[config.mk]
export PLATFORM = sky130hd
export DESIGN_NAME = dmem_arbiter_flat
export DESIGN_NICKNAME = d
export VERILOG_FILES = /design/src/rtl/dmem_arbiter_if.sv /design/src/rtl/dmem_arbiter.sv /design/src/flat_wrapper.sv
export SDC_FILE = /design/constraint.sdc
export NUM_CORES = 1
export LEC_CHECK = 0
export ABC_AREA = 1
export CAP_MARGIN = 40
export CORE_ASPECT_RATIO = 0.9
export CORE_MARGIN = 1
export CORE_UTILIZATION = 35
export CTS_BUF_LIST = sky130_fd_sc_hd__clkbuf_4
export DETAILED_ROUTE_END_ITERATION = 8
export GPL_TIMING_DRIVEN = 0
export PLACE_DENSITY_LB_ADDON = 0.2
export SLEW_MARGIN = 10
export SYNTH_ARGS = -nofsm -noshare
export SYNTH_HDL_FRONTEND = slang
export SYNTH_SLANG_ARGS = --single-unit
[constraint.sdc]
create_clock -name clk -period 2.8 [get_ports clk]
set_input_delay 0.56 -clock clk [delete_from_list [all_inputs] [get_ports clk]]
set_output_delay 0.56 -clock clk [all_outputs]
set_load 0.01 [all_outputs]
[src/rtl/dmem_arbiter_if.sv]
// ============================================================================
// Module      : dmem_arbiter_if
// Description : CPU / DMA request ports and SRAM pin bundle for dmem_arbiter.
// Revision    : 1.0 - initial release
// ============================================================================
`default_nettype none

interface dmem_arbiter_if #(
    parameter int ADDR_W = 7,
    parameter int DATA_W = 32
);
    logic              cpu_req;
    logic              cpu_we;
    logic [ADDR_W-1:0] cpu_addr;
    logic [DATA_W-1:0] cpu_wdata;
    logic              cpu_gnt;
    logic              cpu_stall;
    logic              cpu_rvalid;
    logic [DATA_W-1:0] cpu_rdata;

    logic              dma_req;
    logic              dma_we;
    logic [ADDR_W-1:0] dma_addr;
    logic [DATA_W-1:0] dma_wdata;
    logic              dma_gnt;
    logic              dma_rvalid;
    logic [DATA_W-1:0] dma_rdata;

    logic              sram_cen;
    logic              sram_wen;
    logic              sram_oen;
    logic [ADDR_W-1:0] sram_a;
    logic [DATA_W-1:0] sram_d;
    logic [DATA_W-1:0] sram_q;

    // Requesters plus SRAM macro side.
    modport master (
        output cpu_req, cpu_we, cpu_addr, cpu_wdata,
        input  cpu_gnt, cpu_stall, cpu_rvalid, cpu_rdata,
        output dma_req, dma_we, dma_addr, dma_wdata,
        input  dma_gnt, dma_rvalid, dma_rdata,
        input  sram_cen, sram_wen, sram_oen, sram_a, sram_d,
        output sram_q
    );

    // The arbiter.
    modport slave (
        input  cpu_req, cpu_we, cpu_addr, cpu_wdata,
        output cpu_gnt, cpu_stall, cpu_rvalid, cpu_rdata,
        input  dma_req, dma_we, dma_addr, dma_wdata,
        output dma_gnt, dma_rvalid, dma_rdata,
        output sram_cen, sram_wen, sram_oen, sram_a, sram_d,
        input  sram_q
    );
endinterface

`default_nettype wire

[src/rtl/dmem_arbiter.sv]
// ============================================================================
// Module      : dmem_arbiter
// Description : Two-requester (CPU/DMA) arbiter for the single-port data SRAM.
//               Optional macro DMEM_ARB_RR_EN selects round-robin tie-break.
// Revision    : 1.0 - initial release
// ============================================================================
`default_nettype none

module dmem_arbiter #(
    parameter int ADDR_W     = 7,
    parameter int DATA_W     = 32,
    parameter int MAX_CONSEC = 4
) (
    input  wire logic     clk,
    input  wire logic     rst_n,
    dmem_arbiter_if.slave bus
);

    localparam int              CNT_W = 4;
    localparam logic [CNT_W-1:0] C_MAX = CNT_W'(MAX_CONSEC);

    typedef enum logic [1:0] {
        ST_IDLE = 2'd0,
        ST_CPU  = 2'd1,
        ST_DMA  = 2'd2
    } owner_t;

    owner_t            r_state;
    owner_t            w_state_nxt;
    owner_t            r_rd_owner;
    owner_t            w_rd_owner_nxt;
    logic [CNT_W-1:0]  r_cnt;
    logic [CNT_W-1:0]  w_cnt_nxt;

    logic              w_dma_wins;
    logic              w_cpu_gnt;
    logic              w_dma_gnt;
    logic              w_any_gnt;
    logic              w_we;
    logic [ADDR_W-1:0] w_addr;
    logic [DATA_W-1:0] w_wdata;

    logic [ADDR_W-1:0] r_sram_a;
    logic [DATA_W-1:0] r_sram_d;
    logic [DATA_W-1:0] r_cpu_rdata;
    logic [DATA_W-1:0] r_dma_rdata;

    // Grants are masked by rst_n so nothing reaches the SRAM while in reset.
    always_comb begin
        w_dma_wins = 1'b0;
`ifdef DMEM_ARB_RR_EN
        w_dma_wins = (r_state == ST_CPU);
`else
        w_dma_wins = (r_cnt == C_MAX);
`endif
        w_cpu_gnt = rst_n & bus.cpu_req & ~(bus.dma_req & w_dma_wins);
        w_dma_gnt = rst_n & bus.dma_req & ~w_cpu_gnt;
        w_any_gnt = w_cpu_gnt | w_dma_gnt;
    end

    always_comb begin
        w_we           = 1'b0;
        w_addr         = r_sram_a;
        w_wdata        = r_sram_d;
        w_state_nxt    = ST_IDLE;
        w_rd_owner_nxt = ST_IDLE;
        w_cnt_nxt      = '0;

        if (w_cpu_gnt) begin
            w_we        = bus.cpu_we;
            w_addr      = bus.cpu_addr;
            w_wdata     = bus.cpu_wdata;
            w_state_nxt = ST_CPU;
            if (!bus.cpu_we) w_rd_owner_nxt = ST_CPU;
        end else if (w_dma_gnt) begin
            w_we        = bus.dma_we;
            w_addr      = bus.dma_addr;
            w_wdata     = bus.dma_wdata;
            w_state_nxt = ST_DMA;
            if (!bus.dma_we) w_rd_owner_nxt = ST_DMA;
        end

`ifndef DMEM_ARB_RR_EN
        if (bus.dma_req && !w_dma_gnt) begin
            w_cnt_nxt = r_cnt;
            if (w_cpu_gnt && (r_cnt != C_MAX)) w_cnt_nxt = r_cnt + 1'b1;
        end
`endif
    end

    always_ff @(posedge clk or negedge rst_n) begin
        if (!rst_n) begin
            r_state     <= ST_IDLE;
            r_rd_owner  <= ST_IDLE;
            r_cnt       <= '0;
            r_sram_a    <= '0;
            r_sram_d    <= '0;
            r_cpu_rdata <= '0;
            r_dma_rdata <= '0;
        end else begin
            r_state    <= w_state_nxt;
            r_rd_owner <= w_rd_owner_nxt;
            r_cnt      <= w_cnt_nxt;
            if (w_any_gnt) begin
                r_sram_a <= w_addr;
                r_sram_d <= w_wdata;
            end
            if (r_rd_owner == ST_CPU) r_cpu_rdata <= bus.sram_q;
            if (r_rd_owner == ST_DMA) r_dma_rdata <= bus.sram_q;
        end
    end

    assign bus.cpu_gnt    = w_cpu_gnt;
    assign bus.dma_gnt    = w_dma_gnt;
    assign bus.cpu_stall  = bus.cpu_req & ~w_cpu_gnt;

    assign bus.sram_cen   = ~w_any_gnt;
    assign bus.sram_wen   = w_any_gnt ? ~w_we : 1'b1;
    assign bus.sram_oen   = w_any_gnt ? w_we  : 1'b1;
    assign bus.sram_a     = w_addr;
    assign bus.sram_d     = w_wdata;

    // SRAM output is valid in the cycle after the read, so rdata passes it straight through.
    assign bus.cpu_rvalid = (r_rd_owner == ST_CPU);
    assign bus.dma_rvalid = (r_rd_owner == ST_DMA);
    assign bus.cpu_rdata  = bus.cpu_rvalid ? bus.sram_q : r_cpu_rdata;
    assign bus.dma_rdata  = bus.dma_rvalid ? bus.sram_q : r_dma_rdata;

endmodule

`default_nettype wire

[src/flat_wrapper.sv]
// flat-port wrapper written by rule: the top's interface ports become plain ports
module dmem_arbiter_flat 
#(
    parameter int ADDR_W     = 7,
    parameter int DATA_W     = 32,
    parameter int MAX_CONSEC = 4
)
  (clk, rst_n, bus_cpu_req, bus_cpu_we, bus_cpu_addr, bus_cpu_wdata, bus_cpu_gnt, bus_cpu_stall, bus_cpu_rvalid, bus_cpu_rdata, bus_dma_req, bus_dma_we, bus_dma_addr, bus_dma_wdata, bus_dma_gnt, bus_dma_rvalid, bus_dma_rdata, bus_sram_cen, bus_sram_wen, bus_sram_oen, bus_sram_a, bus_sram_d, bus_sram_q);
  dmem_arbiter_if #(.ADDR_W(ADDR_W), .DATA_W(DATA_W)) bus_i ();
  input  wire logic clk;
  input  wire logic rst_n;
  input wire logic [$bits(bus_i.cpu_req)-1:0] bus_cpu_req;
  input wire logic [$bits(bus_i.cpu_we)-1:0] bus_cpu_we;
  input wire logic [$bits(bus_i.cpu_addr)-1:0] bus_cpu_addr;
  input wire logic [$bits(bus_i.cpu_wdata)-1:0] bus_cpu_wdata;
  output wire logic [$bits(bus_i.cpu_gnt)-1:0] bus_cpu_gnt;
  output wire logic [$bits(bus_i.cpu_stall)-1:0] bus_cpu_stall;
  output wire logic [$bits(bus_i.cpu_rvalid)-1:0] bus_cpu_rvalid;
  output wire logic [$bits(bus_i.cpu_rdata)-1:0] bus_cpu_rdata;
  input wire logic [$bits(bus_i.dma_req)-1:0] bus_dma_req;
  input wire logic [$bits(bus_i.dma_we)-1:0] bus_dma_we;
  input wire logic [$bits(bus_i.dma_addr)-1:0] bus_dma_addr;
  input wire logic [$bits(bus_i.dma_wdata)-1:0] bus_dma_wdata;
  output wire logic [$bits(bus_i.dma_gnt)-1:0] bus_dma_gnt;
  output wire logic [$bits(bus_i.dma_rvalid)-1:0] bus_dma_rvalid;
  output wire logic [$bits(bus_i.dma_rdata)-1:0] bus_dma_rdata;
  output wire logic [$bits(bus_i.sram_cen)-1:0] bus_sram_cen;
  output wire logic [$bits(bus_i.sram_wen)-1:0] bus_sram_wen;
  output wire logic [$bits(bus_i.sram_oen)-1:0] bus_sram_oen;
  output wire logic [$bits(bus_i.sram_a)-1:0] bus_sram_a;
  output wire logic [$bits(bus_i.sram_d)-1:0] bus_sram_d;
  input wire logic [$bits(bus_i.sram_q)-1:0] bus_sram_q;
  assign bus_i.cpu_req = bus_cpu_req;
  assign bus_i.cpu_we = bus_cpu_we;
  assign bus_i.cpu_addr = bus_cpu_addr;
  assign bus_i.cpu_wdata = bus_cpu_wdata;
  assign bus_cpu_gnt = bus_i.cpu_gnt;
  assign bus_cpu_stall = bus_i.cpu_stall;
  assign bus_cpu_rvalid = bus_i.cpu_rvalid;
  assign bus_cpu_rdata = bus_i.cpu_rdata;
  assign bus_i.dma_req = bus_dma_req;
  assign bus_i.dma_we = bus_dma_we;
  assign bus_i.dma_addr = bus_dma_addr;
  assign bus_i.dma_wdata = bus_dma_wdata;
  assign bus_dma_gnt = bus_i.dma_gnt;
  assign bus_dma_rvalid = bus_i.dma_rvalid;
  assign bus_dma_rdata = bus_i.dma_rdata;
  assign bus_sram_cen = bus_i.sram_cen;
  assign bus_sram_wen = bus_i.sram_wen;
  assign bus_sram_oen = bus_i.sram_oen;
  assign bus_sram_a = bus_i.sram_a;
  assign bus_sram_d = bus_i.sram_d;
  assign bus_i.sram_q = bus_sram_q;
  dmem_arbiter #(.ADDR_W(ADDR_W), .DATA_W(DATA_W), .MAX_CONSEC(MAX_CONSEC)) u_core (.clk(clk), .rst_n(rst_n), .bus(bus_i));
endmodule
### Yosys cells after proc, flatten, opt, wreduce, memory -nomap -nowiden

Cells that the tools add are included.

* $add $sub $neg: 1
* eq/ne operators: 5
* muxes and demuxes: 16
* bitwise gates (word level): 11
* reduce and logical (&&, ||, !) cells: 3

Operators by type and width (number)
* $mux 32: 4
* $mux 7: 2
* $mux 4: 2
* $and 1x1->1: 6
* $mux 2: 3
* $mux 1: 5
* $add 4x1->4 const B: 1
* $eq 4x3->1 const B: 1
* $ne 4x3->1 const B: 1
* $not 1->1: 4
* $eq 2x1->1 const B: 1
* $eq 2x2->1 const B: 1
* $logic_and 1x1->1: 2
* $ne 2x2->1 const B: 1
* $logic_not 1->1: 1
* $or 1x1->1: 1

* flip-flop bits (word level): 109
* bits of input ports: 116
* output and inout port bits: 111
* word-level logic and storage cells: 42

### Logic depth before layout (Yosys ltp)

Gate-level depths: netlist (run 1).

* depth after elaboration: 10
* depth in mapped cells: 8
* gate-level depth less buffers: 7

### Worst setup path before layout (run 1)

No wires, ideal clock.

* kind: register -> output
* start: register u_core.r_cnt[0]
* end: output bus_cpu_stall
* arrival: 1255 ps
* data required time: 2240 ps
* path slack: 985 ps
* cell stages (with the launch flop): 8
* buffers on the path: 1
* cell sequence: dfrtp_1 -> inv_1 -> ha_1 -> nand4_2 -> buf_2 -> nand2_2 -> inv_2 -> nor2_1

* cells in the longest elaborated chain, start to end: 6

RTL lines
* from (decl): RTL line dmem_arbiter.sv:32 `logic [CNT_W-1:0] r_cnt;`
* from (signal assigned): RTL line dmem_arbiter.sv:103 `r_cnt <= w_cnt_nxt;`
* $eq 4x3->1: RTL line dmem_arbiter.sv:54 `w_dma_wins = (r_cnt == C_MAX);`
* $and 1x1->1: RTL line dmem_arbiter.sv:56 `w_cpu_gnt = rst_n & bus.cpu_req & ~(bus.dma_req & w_dma_wins);`
* $not 1->1: RTL line dmem_arbiter.sv:56
* $and 1x1->1: RTL line dmem_arbiter.sv:56
* via bus_cpu_gnt: RTL line flat_wrapper.sv:16 `output wire logic [$bits(bus_i.cpu_gnt)-1:0] bus_cpu_gnt;`
* $not 1->1: RTL line dmem_arbiter.sv:115 `assign bus.cpu_stall = bus.cpu_req & ~w_cpu_gnt;`
* $and 1x1->1: RTL line dmem_arbiter.sv:115
* to (decl): RTL line flat_wrapper.sv:17 `output wire logic [$bits(bus_i.cpu_stall)-1:0] bus_cpu_stall;`

The timed path passes the listed nets, and every way through them passes these cells.

### Worst setup path after layout (run 1)

* start: register u_core.r_rd_owner[0]
* end: output bus_dma_rdata[27]

* cells in the longest elaborated chain, start to end: 2

RTL lines
* from (decl): RTL line dmem_arbiter.sv:30 `owner_t r_rd_owner;`
* from (signal assigned): RTL line dmem_arbiter.sv:102 `r_rd_owner <= w_rd_owner_nxt;`
* $eq 2x2->1: RTL line dmem_arbiter.sv:125 `assign bus.dma_rvalid = (r_rd_owner == ST_DMA);`
* $mux 32: RTL line dmem_arbiter.sv:127 `assign bus.dma_rdata = bus.dma_rvalid ? bus.sram_q : r_dma_rdata;`
* to (decl): RTL line flat_wrapper.sv:26 `output wire logic [$bits(bus_i.dma_rdata)-1:0] bus_dma_rdata;`

No other way between the ends.

==> results, run 1 <==
- The cell count after synthesis is 549.
- The via count of the first global-routing pass is 4918.
- The final period utilization is 95.6%.
- The transition time at the pin with the least slew margin is 800 ps.
- The number of nets at the end of the flow is 915.
- The largest individual stage delay along the critical path comes from the cell sky130_fd_sc_hd__clkdlybuf4s50_1.
- The required arrival time at the worst endpoint is 2240 ps.
- The initial antenna violation count came to 0.
- The HPWL after detailed placement is 10.7 mm.
- The number of detailed-route iterations in the first pass is 6.
- The die covers 14200 µm².
- Of all nets on the critical path, the largest fanout is 10.
- From synthesis to final layout, the design area changed by 60.0%.
- Data on the critical path arrives at its endpoint at 2120 ps.
- The finished cells cover 7710 µm².
- The first global-routing pass estimated 23.8 mm of wire.
- The post-detailed-routing wire length is 14.9 mm.
- The clock transition at the registers of the reported paths is 170 ps.
- The critical path goes through nor2_2 > inv_4 > clkbuf_4 > o21ai_2 > clkdlybuf4s50_1.
- The post-placement cell count is 944.
- The worst reg-to-reg setup slack is 1400 ps.
- The CTS buffer count is 9.
- 0 antenna diodes ended up in the layout.
- The total negative slack is 0 ps.
- Ranked by total cell area, the synthesized netlist is headed by sky130_fd_sc_hd__dfrtp_1, sky130_fd_sc_hd__nand3_1, sky130_fd_sc_hd__nand2_1, sky130_fd_sc_hd__o21ai_0, sky130_fd_sc_hd__inv_1.
- Across the VDD grid, the largest voltage drop is 0.208 mV.
- Pin placement for this block handled 227 I/O pins.
- The average wire per cell in the routed design is 15.4 µm.
- The count of port buffers added during placement is 226.
- The total number of vias is 4810.
- The library cell occupying the most area in the post-synthesis netlist is sky130_fd_sc_hd__dfrtp_1.
- The clock arrives with 25.3 ps of skew.
- The floorplan has 40 rows.
- The number of unique standard cell types used by synthesis is 21.
- The weighted congestion at the end of routability-driven global placement is 0.824.
- Across every metal layer, demand over resource in global routing totals 21.3%.
- Setup violations remaining at the end of the flow were counted as 0.
- In the synthesized netlist the dominant register cell turns out to be sky130_fd_sc_hd__dfrtp_1.
- The number of buffers on the longest clock path is 2.
- The area occupied by multi-input gates is 1770 µm².
- The summed instance area of the synthesized netlist is 4820 µm².
- STA classifies the critical path startpoint as a flop.
- The remaining number of nets flagged by the antenna check after routing is 0.
- The worst min-delay path class is input pin to async pin.
- TritonCTS built the clock tree.
- The final reports fail on design-rule violations.
- The count of warnings emitted by yosys is 0.
- The standard cell core area is 13400 µm².
- The endpoint identified for the worst register-to-register timing path is u_core.r_sram_d[15].
- Fill cells in the final layout number 1235.
- Global routing finished with a remaining overflow of 0.
- Leaving out fill and tap cells, the most frequent cell in the layout is sky130_fd_sc_hd__nand3_1.
- The die extent in y is 113 µm.
- The area used by sequential logic in the layout is 2730 µm².
- The initial core utilization is 36.0%.
- The count of final max-slew check failures came to 0.
- Setup repair after global routing could not meet its margin everywhere.
- The minimum hold slack is 96.7 ps.
- Entering global routing, the biggest net connects 38 pins.
- The finished layout holds 970 standard cells, fillers aside.
- On the worst path, the slowest cell contributes a delay of 560 ps.
- The share of post-route cells with drive strength above 1 is 12.0%.
- The count of clock tree sinks is 109.
- For this run, the register share of the synthesized area comes to 56.6%.
- In the layout the commonest cells are sky130_fd_sc_hd__nand3_1, sky130_fd_sc_hd__clkdlybuf4s50_1, sky130_fd_sc_hd__nand2_1, sky130_fd_sc_hd__dfrtp_1, sky130_fd_sc_hd__inv_1.
- Max-cap violations in this run came to 0.
- The run finished, with violations left.
- The origin of the critical flop-to-flop path is u_core.r_cnt[0].
- The headroom to the max-slew limit is 46.5%.
- Based on the critical path, the design can be clocked at up to 0.374 GHz.
- In the synthesized netlist the async set-or-reset flop fraction comes to 100%.
- The H-tree was split into 3 levels.
- The number of enable-type register cells in the synthesized netlist is 0.
- The number of violations reported at the end of detailed-routing iteration 0 is 320.
- The residual DRC count is 14.
- The count of endpoints failing hold in the final timing report is 0.
- By startpoint and endpoint, the worst setup path is classified as flop to primary output.
- The areal power density over the cells is 519 nW/µm².
- The width of the chip is 126 µm.
- The clock period could shrink to 2680 ps.
- In this run, synthesis produced a sequential element count of 109.
- Clock latency on the worst-skew pair, taken at its later pin, is 500 ps.
- The number of nets produced by synthesis is 667.
- The ratio of routed vias to standard cells is 4.96.
- The clock root buffer is sky130_fd_sc_hd__clkbuf_4.
- The post-placement cell area is 7320 µm².
- Counting cells, the worst reg-to-reg path comes to 8.
- The kind of end point of the critical path is a primary output.
- The share of the synthesized area in the top cell type is 56.6%.
- Each instance of the synthesized netlist takes up on average 8.77 µm².
- The static leakage is 4.22 nW.
[synthesized netlist by cell type, types with 2 or more instances]
master	n
sky130_fd_sc_hd__buf_2	17
sky130_fd_sc_hd__buf_4	3
sky130_fd_sc_hd__buf_8	3
sky130_fd_sc_hd__clkbuf_1	8
sky130_fd_sc_hd__dfrtp_1	109
sky130_fd_sc_hd__ha_1	2
sky130_fd_sc_hd__inv_1	44
sky130_fd_sc_hd__inv_2	2
sky130_fd_sc_hd__nand2_1	115
sky130_fd_sc_hd__nand2_4	2
sky130_fd_sc_hd__nand3_1	162
sky130_fd_sc_hd__nand4_1	2
sky130_fd_sc_hd__nor2_1	6
sky130_fd_sc_hd__o21ai_0	67
[worst max-delay path by stage]
stage,startpoint,slack (ps),to
after detailed placement,rst_n,-490,bus_sram_a[5]
after global placement,rst_n,-4440,bus_sram_a[1]
after global routing,u_core.r_rd_owner[0],-10,bus_dma_rdata[27]
after CTS,u_core.r_rd_owner[0],-7,bus_dma_rdata[0]
final,u_core.r_rd_owner[0],120,bus_dma_rdata[27]
after floorplan,u_core.r_cnt[0],990,bus_cpu_stall
[sequential cells by signal (all words and copies together), names as in the netlist]
name	cells
u_core.r_cpu_rdata	32
u_core.r_dma_rdata	32
u_core.r_sram_d	32
u_core.r_sram_a	7
u_core.r_cnt	4
u_core.r_rd_owner	2
[metrics by stage]
| stage | power (mW) | utilization (%) | setup WS (ps) |
|---|---|---|---|
| final | 4.00 | 57.7 | 125 |
| after global routing | 4.24 | 57.7 | -11.6 |
| after CTS | 4.07 | 56.8 | -7.20 |
| after detailed placement | 3.37 | 54.8 | -487 |
| after global placement | 3.35 | 54.5 | -4440 |
| after floorplan | 2.49 | - | 985 |
[per-layer routing]
metal	vias up	part of all wire (%)	wire (µm)	track usage, %
met5	-	0	0	0
met4	0	2.0	293	8.54
met1	2257	42	6200	25.8
met3	18	9.2	1370	7.00
met2	204	47	7040	35.3
li1	2331	-	-	-
[power breakdown]
| group | leakage, nW | internal [mW] | switching, mW |
|---|---|---|---|
| clock network | 0.0672 | 0.205 | 0.527 |
| logic | 2.80 | 0.692 | 0.664 |
| registers | 1.35 | 1.84 | 0.0738 |
| total | 4.22 | 2.73 | 1.26 |
[timing repair]
| action | 4_1_cts | 5_1_grt |
|---|---|---|
| pin swaps | 1 | 0 |
| hold buffers | 4 | 0 |
| resized for setup | 138 | 98 |
| setup endpoints to repair | 109 | 86 |
| hold endpoints to repair | 37 | 0 |
| buffers inserted | 4 | 0 |
| gates cloned | 2 | 0 |
[worst max-delay path, delay by kind of cell, from the launching register on]
kind | cells | cell delay [ps]
buffers and inverters | 3 | 860
AND/OR/NAND/NOR | 1 | 170
flip-flops | 1 | 420
AO/OA/AOI/OAI | 1 | 170
[layout make-up]
class / count / share of cell area, %
Clock buffer: 11 / 1.07
Tap cell: 168 / 2.73
Inverter: 47 / 2.35
Sequential cell: 109 / 35.4
Clock inverter: 5 / 0.455
Multi-Input combinational cell: 360 / 22.9
Timing Repair Buffer: 237 / 31.6
Buffer: 33 / 3.49
[kinds of logic (layout without fill, tap and decap cells)]
| family | Yosys count | count (layout) | synth area share [%] |
|---|---|---|---|
| AO/OA/AOI/OAI | 67 | 67 | 6.96 |
| adder cells (fa/ha/maj) | 2 | 2 | 0.520 |
| buffers and inverters | 80 | 333 | 8.16 |
| flip-flops | 109 | 109 | 56.6 |
| AND/OR/NAND/NOR | 291 | 291 | 27.7 |
(Power assumes the default switching activity.)
==> run 2, diff against run 1 <==
--- a/config.mk
+++ b/config.mk
@@ -6,14 +6,14 @@
 export NUM_CORES = 1
 export LEC_CHECK = 0
 export ABC_AREA = 1
-export CAP_MARGIN = 40
 export CORE_ASPECT_RATIO = 0.9
 export CORE_MARGIN = 1
-export CORE_UTILIZATION = 35
+export CORE_UTILIZATION = 40
 export CTS_BUF_LIST = sky130_fd_sc_hd__clkbuf_4
 export DETAILED_ROUTE_END_ITERATION = 8
 export GPL_TIMING_DRIVEN = 0
 export PLACE_DENSITY_LB_ADDON = 0.2
+export RECOVER_POWER = 100
 export SLEW_MARGIN = 10
 export SYNTH_ARGS = -nofsm -noshare
 export SYNTH_HDL_FRONTEND = slang
==> run 2 against run 1 <==
Effect of this change:
- cell count is 1.1% lower
- utilization rose by 9.3 points
- combinational power about the same
- highest routed layer unchanged
- die area fell by 12%
- clock-buffer cell count decreased by 2
- the flow finishes with violations (max-capacitance violations, max-slew violations)
- setup slack worse by 6.3 ps
- register-to-register slack got worse by 120 ps
- critical path depth rose by 4
- worst hold slack improved by 210 ps
- clock skew is 14 ps lower
- routed wire length rose by 1.6%
- critical path type is now input pin to primary output
==> results, run 2 (same netlist as run 1, synthesis figures left out) <==
- The run finished, with violations left.
- The final reports fail on max-capacitance violations, max-slew violations.
- The worst register-to-register path begins at u_core.r_rd_owner[0].
- In the final routed layout, each cell accounts on average for 15.8 µm.
- After routing the design area is 7740 µm².
- The clock root buffer is sky130_fd_sc_hd__clkbuf_4.
- The total negative slack is 0 ps.
- The width of the chip is 118 µm.
- The worst register-to-register path has a depth of 4.
- Entering global routing, the biggest net connects 49 pins.
- The number of clock buffers added by TritonCTS is 9.
- In this run the number of cells on the critical path is 9.
- The count of endpoints failing hold in the final timing report came to 0.
- The count of final max-slew check failures is 32.
- The areal power density over the cells is 531 nW/µm².
- In this run the count of I/O pins placed on the die edge is 227.
- The number of antenna diodes in the final layout is 0.
- In the final layout, the registers with the most flip-flops are u_core.r_cpu_rdata x32, u_core.r_dma_rdata x32, u_core.r_sram_d x32.
- For this run the aggregate overflow at the end of global routing stands at 0.
- Across the run, the number of max-cap violations was 1.
- The number of violations reported at the end of detailed-routing iteration 0 is 323.
- The remaining number of nets flagged by the antenna check after routing is 0.
- The floorplan has 37 rows.
- The initial antenna violation count is 0.
- STA classifies the critical path startpoint as an input pin.
- The area occupied by multi-input gates is 1800 µm².
- The final layout contains 916 nets.
- Tracing the worst setup path back leads to its startpoint at bus_cpu_req.
- The share of the core filled with cells in the final layout is 66.9%.
- The weighted congestion at the end of routability-driven global placement is 0.815.
- Setup violations remaining at the end of the flow were counted as 0.
- The clock net in this run drives a total of 109 sinks.
- The initial core utilization is 41.6%.
- The worst endpoint data arrival time is 2120 ps.
- The critical path contains buffers and inverters numbering 5 combined.
- Detailed routing inserted a total of 4877 vias.
- In this run the standard cell core region covers 11600 µm².
- STA puts the critical path data required time at 2240 ps.
- IR analysis of the VDD net gives a maximum drop of 0.288 mV.
- The maximum net fanout on the critical path is 10.
- The placed instances occupy a cell area of 7300 µm².
- TritonCTS built the clock tree.
- The area used by sequential logic in the layout is 2730 µm².
- The via count of the first global-routing pass came to 4801.
- The library cell used most frequently in the layout, excluding fill and tap cells, is sky130_fd_sc_hd__nand3_1.
- The maximum level of the CTS H-tree is 3.
- Using the TritonRoute via totals, the vias-per-cell ratio works out to 5.09.
- After detailed routing, the total wire length is 15.1 mm.
- The biggest cell delay along the critical path is 510 ps.
- The static leakage is 4.19 nW.
- Global routing used 24.4% of the available tracks.
- The overall die area is 12500 µm².
- During placement, the flow inserted port buffers numbering 226.
- After clock tree synthesis, the clock-pin slew on the worst setup and hold paths is 160 ps.
- The library cells used most frequently in the layout, excluding fill and tap cells, are sky130_fd_sc_hd__nand3_1, sky130_fd_sc_hd__clkdlybuf4s50_1, sky130_fd_sc_hd__nand2_1, sky130_fd_sc_hd__dfrtp_1, sky130_fd_sc_hd__dlygate4sd2_1.
- The area added between synthesis and finish is 60.8%.
- The filler cells instantiated in the layout total 912.
- The category of the critical setup timing path is input pin to primary output.
- For this run, the top clock speed supported by timing is 0.373 GHz.
- In the finished design, the share of the clock period the worst path needs comes to 95.8%.
- The insertion delay of the later-clocked pin in the worst-skew pair is 480 ps.
- The largest individual stage delay along the critical path comes from the cell sky130_fd_sc_hd__clkdlybuf4s50_1.
- The first detailed-routing pass ran for 5 iterations.
- The kind of end point of the critical path is a primary output.
- The worst min-delay path class is input pin to async pin.
- The routed design could run at a clock period as short as 2680 ps.
- Detailed placement finished with a half-perimeter wire length of 10.5 mm.
- Traced cell by cell, the critical path runs through clkdlybuf4s50_1 > nand2_1 > inv_4 > nand2_4 > buf_12 > buf_12 > nand3_1 > nand3_1 > clkdlybuf4s15_1.
- The kind of cell adding the most delay to the critical path is buffers and inverters.
- Measured against its own limit, the worst slew margin works out to -11.9%.
- The die extent in y is 106 µm.
- The number of buffers on the longest clock path is 2.
- The share of post-route cells with drive strength above 1 is 11.1%.
- The first global-routing pass estimated 23.9 mm of wire.
- The clock arrives with 11.3 ps of skew.
- For this run, design rule violations remaining after detail routing come to 0.
- The transition time at the pin with the least slew margin is 1680 ps.
[run 2: changes by cell type in the layout (fill, tap and decap cells not counted), sizes merged]
cell,before,now
clkbuf,34,21
clkinv,3,4
dlygate4sd2,40,46
inv,48,49
buf,33,35
clkinvlp,1,0
dlymetal6s2s,41,40
bufinv,0,1
clkdlybuf4s50,120,130
clkdlybuf4s15,9,6
bufbuf,2,0
[run 2: metrics by stage]
stage	hold slack (ps)	cells	power [mW]	worst slack [ps]
floorplan	264	549	2.49	985
global placement	475	931	3.34	-4370
detailed placement	479	932	3.37	-496
CTS	0.656	956	4.17	0.629
global route	333	959	4.35	-16.7
finish	303	959	4.11	118
[run 2: layer usage]
layer	vias up	share of wire, %	global-route usage, %
li1	2327	-	-
met1	2302	42	30.8
met2	232	49	41.1
met3	16	7.4	7.14
met4	0	1.1	5.95
met5	-	0	0
[run 2: report_power, final]
| group | leakage [nW] | total, mW | internal (mW) | switching, mW |
|---|---|---|---|---|
| sequential | 1.35 | 1.92 | 1.84 | 0.0795 |
| clock | 0.0783 | 0.803 | 0.278 | 0.525 |
| combinational | 2.77 | 1.39 | 0.709 | 0.685 |
| total | 4.19 | 4.11 | 2.83 | 1.29 |
[run 2: path summary, 6_finish.rpt]
kind,to,slack [ps]
max,bus_sram_a[3],120
min,u_core.r_dma_rdata[24],300
max reg2reg,u_core.r_cpu_rdata[7],1280
min reg2reg,u_core.r_cpu_rdata[3],500
max in group asynchronous,u_core.r_sram_d[10],1140
min in group clk,u_core.r_cnt[3],390
[run 2: area by class of cell]
| type | count | area share [%] |
|---|---|---|
| multi-input cells | 360 | 23.2 |
| well taps | 156 | 2.52 |
| repair buffers | 238 | 31.3 |
| flip-flops and latches | 109 | 35.2 |
| clock inverters | 7 | 0.953 |
| clock buffers | 9 | 0.872 |
| plain buffers | 33 | 3.55 |
| inverters | 47 | 2.34 |
[run 2: what timing repair did]
item | 4_1_cts | 5_1_grt
endpoints found under the setup margin | 109 | 92
endpoints found under the hold margin | 48 | 3
buffers inserted | 4 | 2
cloned | 2 | 0
pin swaps | 2 | 1
gates resized for setup | 147 | 77
hold buffers | 2 | 1
==> run 3, diff against run 2 <==
--- a/config.mk
+++ b/config.mk
@@ -12,6 +12,7 @@
 export CTS_BUF_LIST = sky130_fd_sc_hd__clkbuf_4
 export DETAILED_ROUTE_END_ITERATION = 8
 export GPL_TIMING_DRIVEN = 0
+export HOLD_SLACK_MARGIN = 0.15
 export PLACE_DENSITY_LB_ADDON = 0.2
 export RECOVER_POWER = 100
 export SLEW_MARGIN = 10
==> run 3 against run 2 <==
Effect of this change:
- the run now ends clean
- routed wire length down 1.0%
- combinational power is essentially flat
- setup slack worse by 0.57 ps
- sequential share of layout area increased by 0.091 points
- die area stayed put
- sequential cell count did not move
- clock skew hardly changed
- maximum frequency hardly changed
- highest routed layer unchanged
==> results, run 3 (same netlist as run 1, synthesis figures left out) <==
- The post-detailed-routing wire length is 15.0 mm.
- The top cell types in the final layout, fill and taps aside, are sky130_fd_sc_hd__nand3_1, sky130_fd_sc_hd__clkdlybuf4s50_1, sky130_fd_sc_hd__nand2_1, sky130_fd_sc_hd__dfrtp_1, sky130_fd_sc_hd__dlygate4sd2_1.
- Global routing finished with a remaining overflow of 0.
- The number of violations reported at the end of detailed-routing iteration 0 is 303.
- The global router's overall resource usage is 24.4%.
- The width of the chip is 118 µm.
- The max-capacitance violation count is 0.
- The headroom to the max-slew limit is 7.43%.
- The worst min-delay path class is flop to flop.
- The launching instance or port of the critical path is bus_cpu_req.
- The die extent in y is 106 µm.
- The via count of the first global-routing pass is 4793.
- The run finished with clean final reports.
- Routability-driven placement finished with a final weighted congestion of 0.815.
- Dividing the detail-routed via count by the number of cells gives 5.08.
- Port buffering added 226 buffers.
- The maximum level of the CTS H-tree is 3.
- Data arrives at the worst endpoint at 2120 ps.
- The floorplan has 37 rows.
- In this run the deepest clock path goes through 2 buffers.
- The total negative slack is 0 ps.
- The count of clock tree sinks is 109.
- The final period utilization is 95.8%.
- In the final layout, the registers with the most flip-flops are u_core.r_cpu_rdata x32, u_core.r_dma_rdata x32, u_core.r_sram_d x32.
- Across the routed clock network, the largest skew measured is 11.0 ps.
- The residual DRC count is 0.
- The initial antenna violation count is 0.
- The initial utilization of the core area, before any placement, comes to 41.6%.
- The setup slack of the critical path after layout is 118 ps.
- The standard cell core area is 11600 µm².
- Entering global routing, the biggest net connects 49 pins.
- The total number of vias is 4871.
- The peak ir drop on the vdd network is 0.290 mV.
- The wire length of the first global-routing pass is 23.9 mm.
- The share of the core filled with cells in the final layout is 66.7%.
- In this run the remaining antenna-violating nets after routing total 0.
- STA classifies the critical path endpoint as a primary output.
- Of all nets on the critical path, the largest fanout is 10.
- In the final routed layout, each cell accounts on average for 15.6 µm.
- The clock transition at the registers of the reported paths is 150 ps.
- The count of endpoints failing hold in the final timing report was 0.
- From synthesis to final layout, the design area changed by 60.4%.
- The number of failing setup endpoints in the final timing report is 0.
- The overall die area is 12500 µm².
- Data on the critical path is required at its endpoint by 2240 ps.
- The maximum clock frequency is 0.373 GHz.
- The most frequent standard cell in the layout excluding fill and tap cells is sky130_fd_sc_hd__nand3_1.
- The origin of the critical flop-to-flop path is u_core.r_rd_owner[0].
- The number of top-level pins is 227.
- The worst setup slack before clock tree synthesis is -496 ps.
- Counting I/O delays and the setup requirement, the final critical path takes 2680 ps.
- The critical path is of the input pin to primary output type.
- The worst setup path is launched from an input pin.
- The post-DP HPWL is 10.5 mm.
- TritonCTS built the clock tree.
- The count of inserted antenna diode cells is 0.
- The net count of the finished layout is 916.
- For the pin with the worst max-slew slack, the measured transition is 1390 ps.
- The insertion delay of the later-clocked pin in the worst-skew pair is 480 ps.
- The number of detailed-route iterations in the first pass is 4.
- The clock root buffer is sky130_fd_sc_hd__clkbuf_4.
- The total power is 4.10 mW.
- The post-route netlist has 10.7% of its cells at a drive strength greater than 1.
- The number of clock buffers added by TritonCTS is 9.
- Dividing total power by cell area gives a power density of 530 nW/µm².
- In this run the most critical hold path is launched from u_core.r_cpu_rdata[11].
- The count of final max-slew check failures is 0.
- The static leakage is 4.20 nW.
==> run 3: cell count changes in the layout (fill, tap and decap cells not counted), sizes merged <==
cell / change
clkbuf: -1
dlymetal6s2s: +1
dlymetal6s4s: +1
clkdlybuf4s50: -1
==> run 3: worst paths after layout <==
check	to	slack, ps	cells past startpoint
min reg2reg	u_core.r_cpu_rdata[11]	500	2
max	bus_sram_a[3]	120	9
max reg2reg	u_core.r_cpu_rdata[7]	1280	4
max in group asynchronous	u_core.r_dma_rdata[2]	370	3
min in group asynchronous	u_core.r_sram_a[2]	1120	3
min	u_core.r_cpu_rdata[11]	500	2
==> run 3: repair_timing <==
item | CTS | global route
hold endpoints to repair | 62 | 0
resized for setup | 147 | 77
buffers inserted | 4 | 2
gates cloned | 2 | 0
hold buffers | 3 | 0
pin swaps | 2 | 1
setup endpoints to repair | 109 | 92
==> run 3: area by class of cell <==
class,instances,area [µm²]
well taps,156,195
repair buffers,238,2410
fillers,909,3850
inverters,47,181
plain buffers,33,275
multi-input cells,360,1790
clock inverters,7,73.8
clock buffers,9,67.6
flip-flops and latches,109,2730
==> run 3: routing by layer <==
| layer | global-route usage, % | vias up | wire [µm] |
|---|---|---|---|
| met5 | 0 | - | 0 |
| met4 | 5.95 | 0 | 172 |
| met3 | 7.19 | 15 | 1280 |
| met2 | 41.1 | 241 | 7320 |
| met1 | 30.9 | 2284 | 6230 |
| li1 | - | 2331 | - |
==> run 3: through the flow <==
stage / cells / instance area, µm² / hold WS (ps)
finish: 959 / 7720 / 497
global route: 959 / 7720 / 498
CTS: 957 / 7660 / 345
detailed placement: 932 / 7300 / 479
global placement: 931 / 7270 / 475
floorplan: 549 / 4820 / 264
==> run 3: power by group <==
group	leakage (nW)	internal [mW]	switching, mW
sequential	1.35	1.84	0.0751
clock	0.0783	0.278	0.520
combinational	2.78	0.703	0.682
==> run 3: worst max-delay path: stages <==
cell and delay, ps:
sky130_fd_sc_hd__clkdlybuf4s50_1 510, sky130_fd_sc_hd__nand2_1 120, sky130_fd_sc_hd__inv_4 140, sky130_fd_sc_hd__nand2_4 120
sky130_fd_sc_hd__buf_12 140, sky130_fd_sc_hd__buf_12 130, sky130_fd_sc_hd__nand3_1 80, sky130_fd_sc_hd__nand3_1 90
sky130_fd_sc_hd__clkdlybuf4s15_1 240
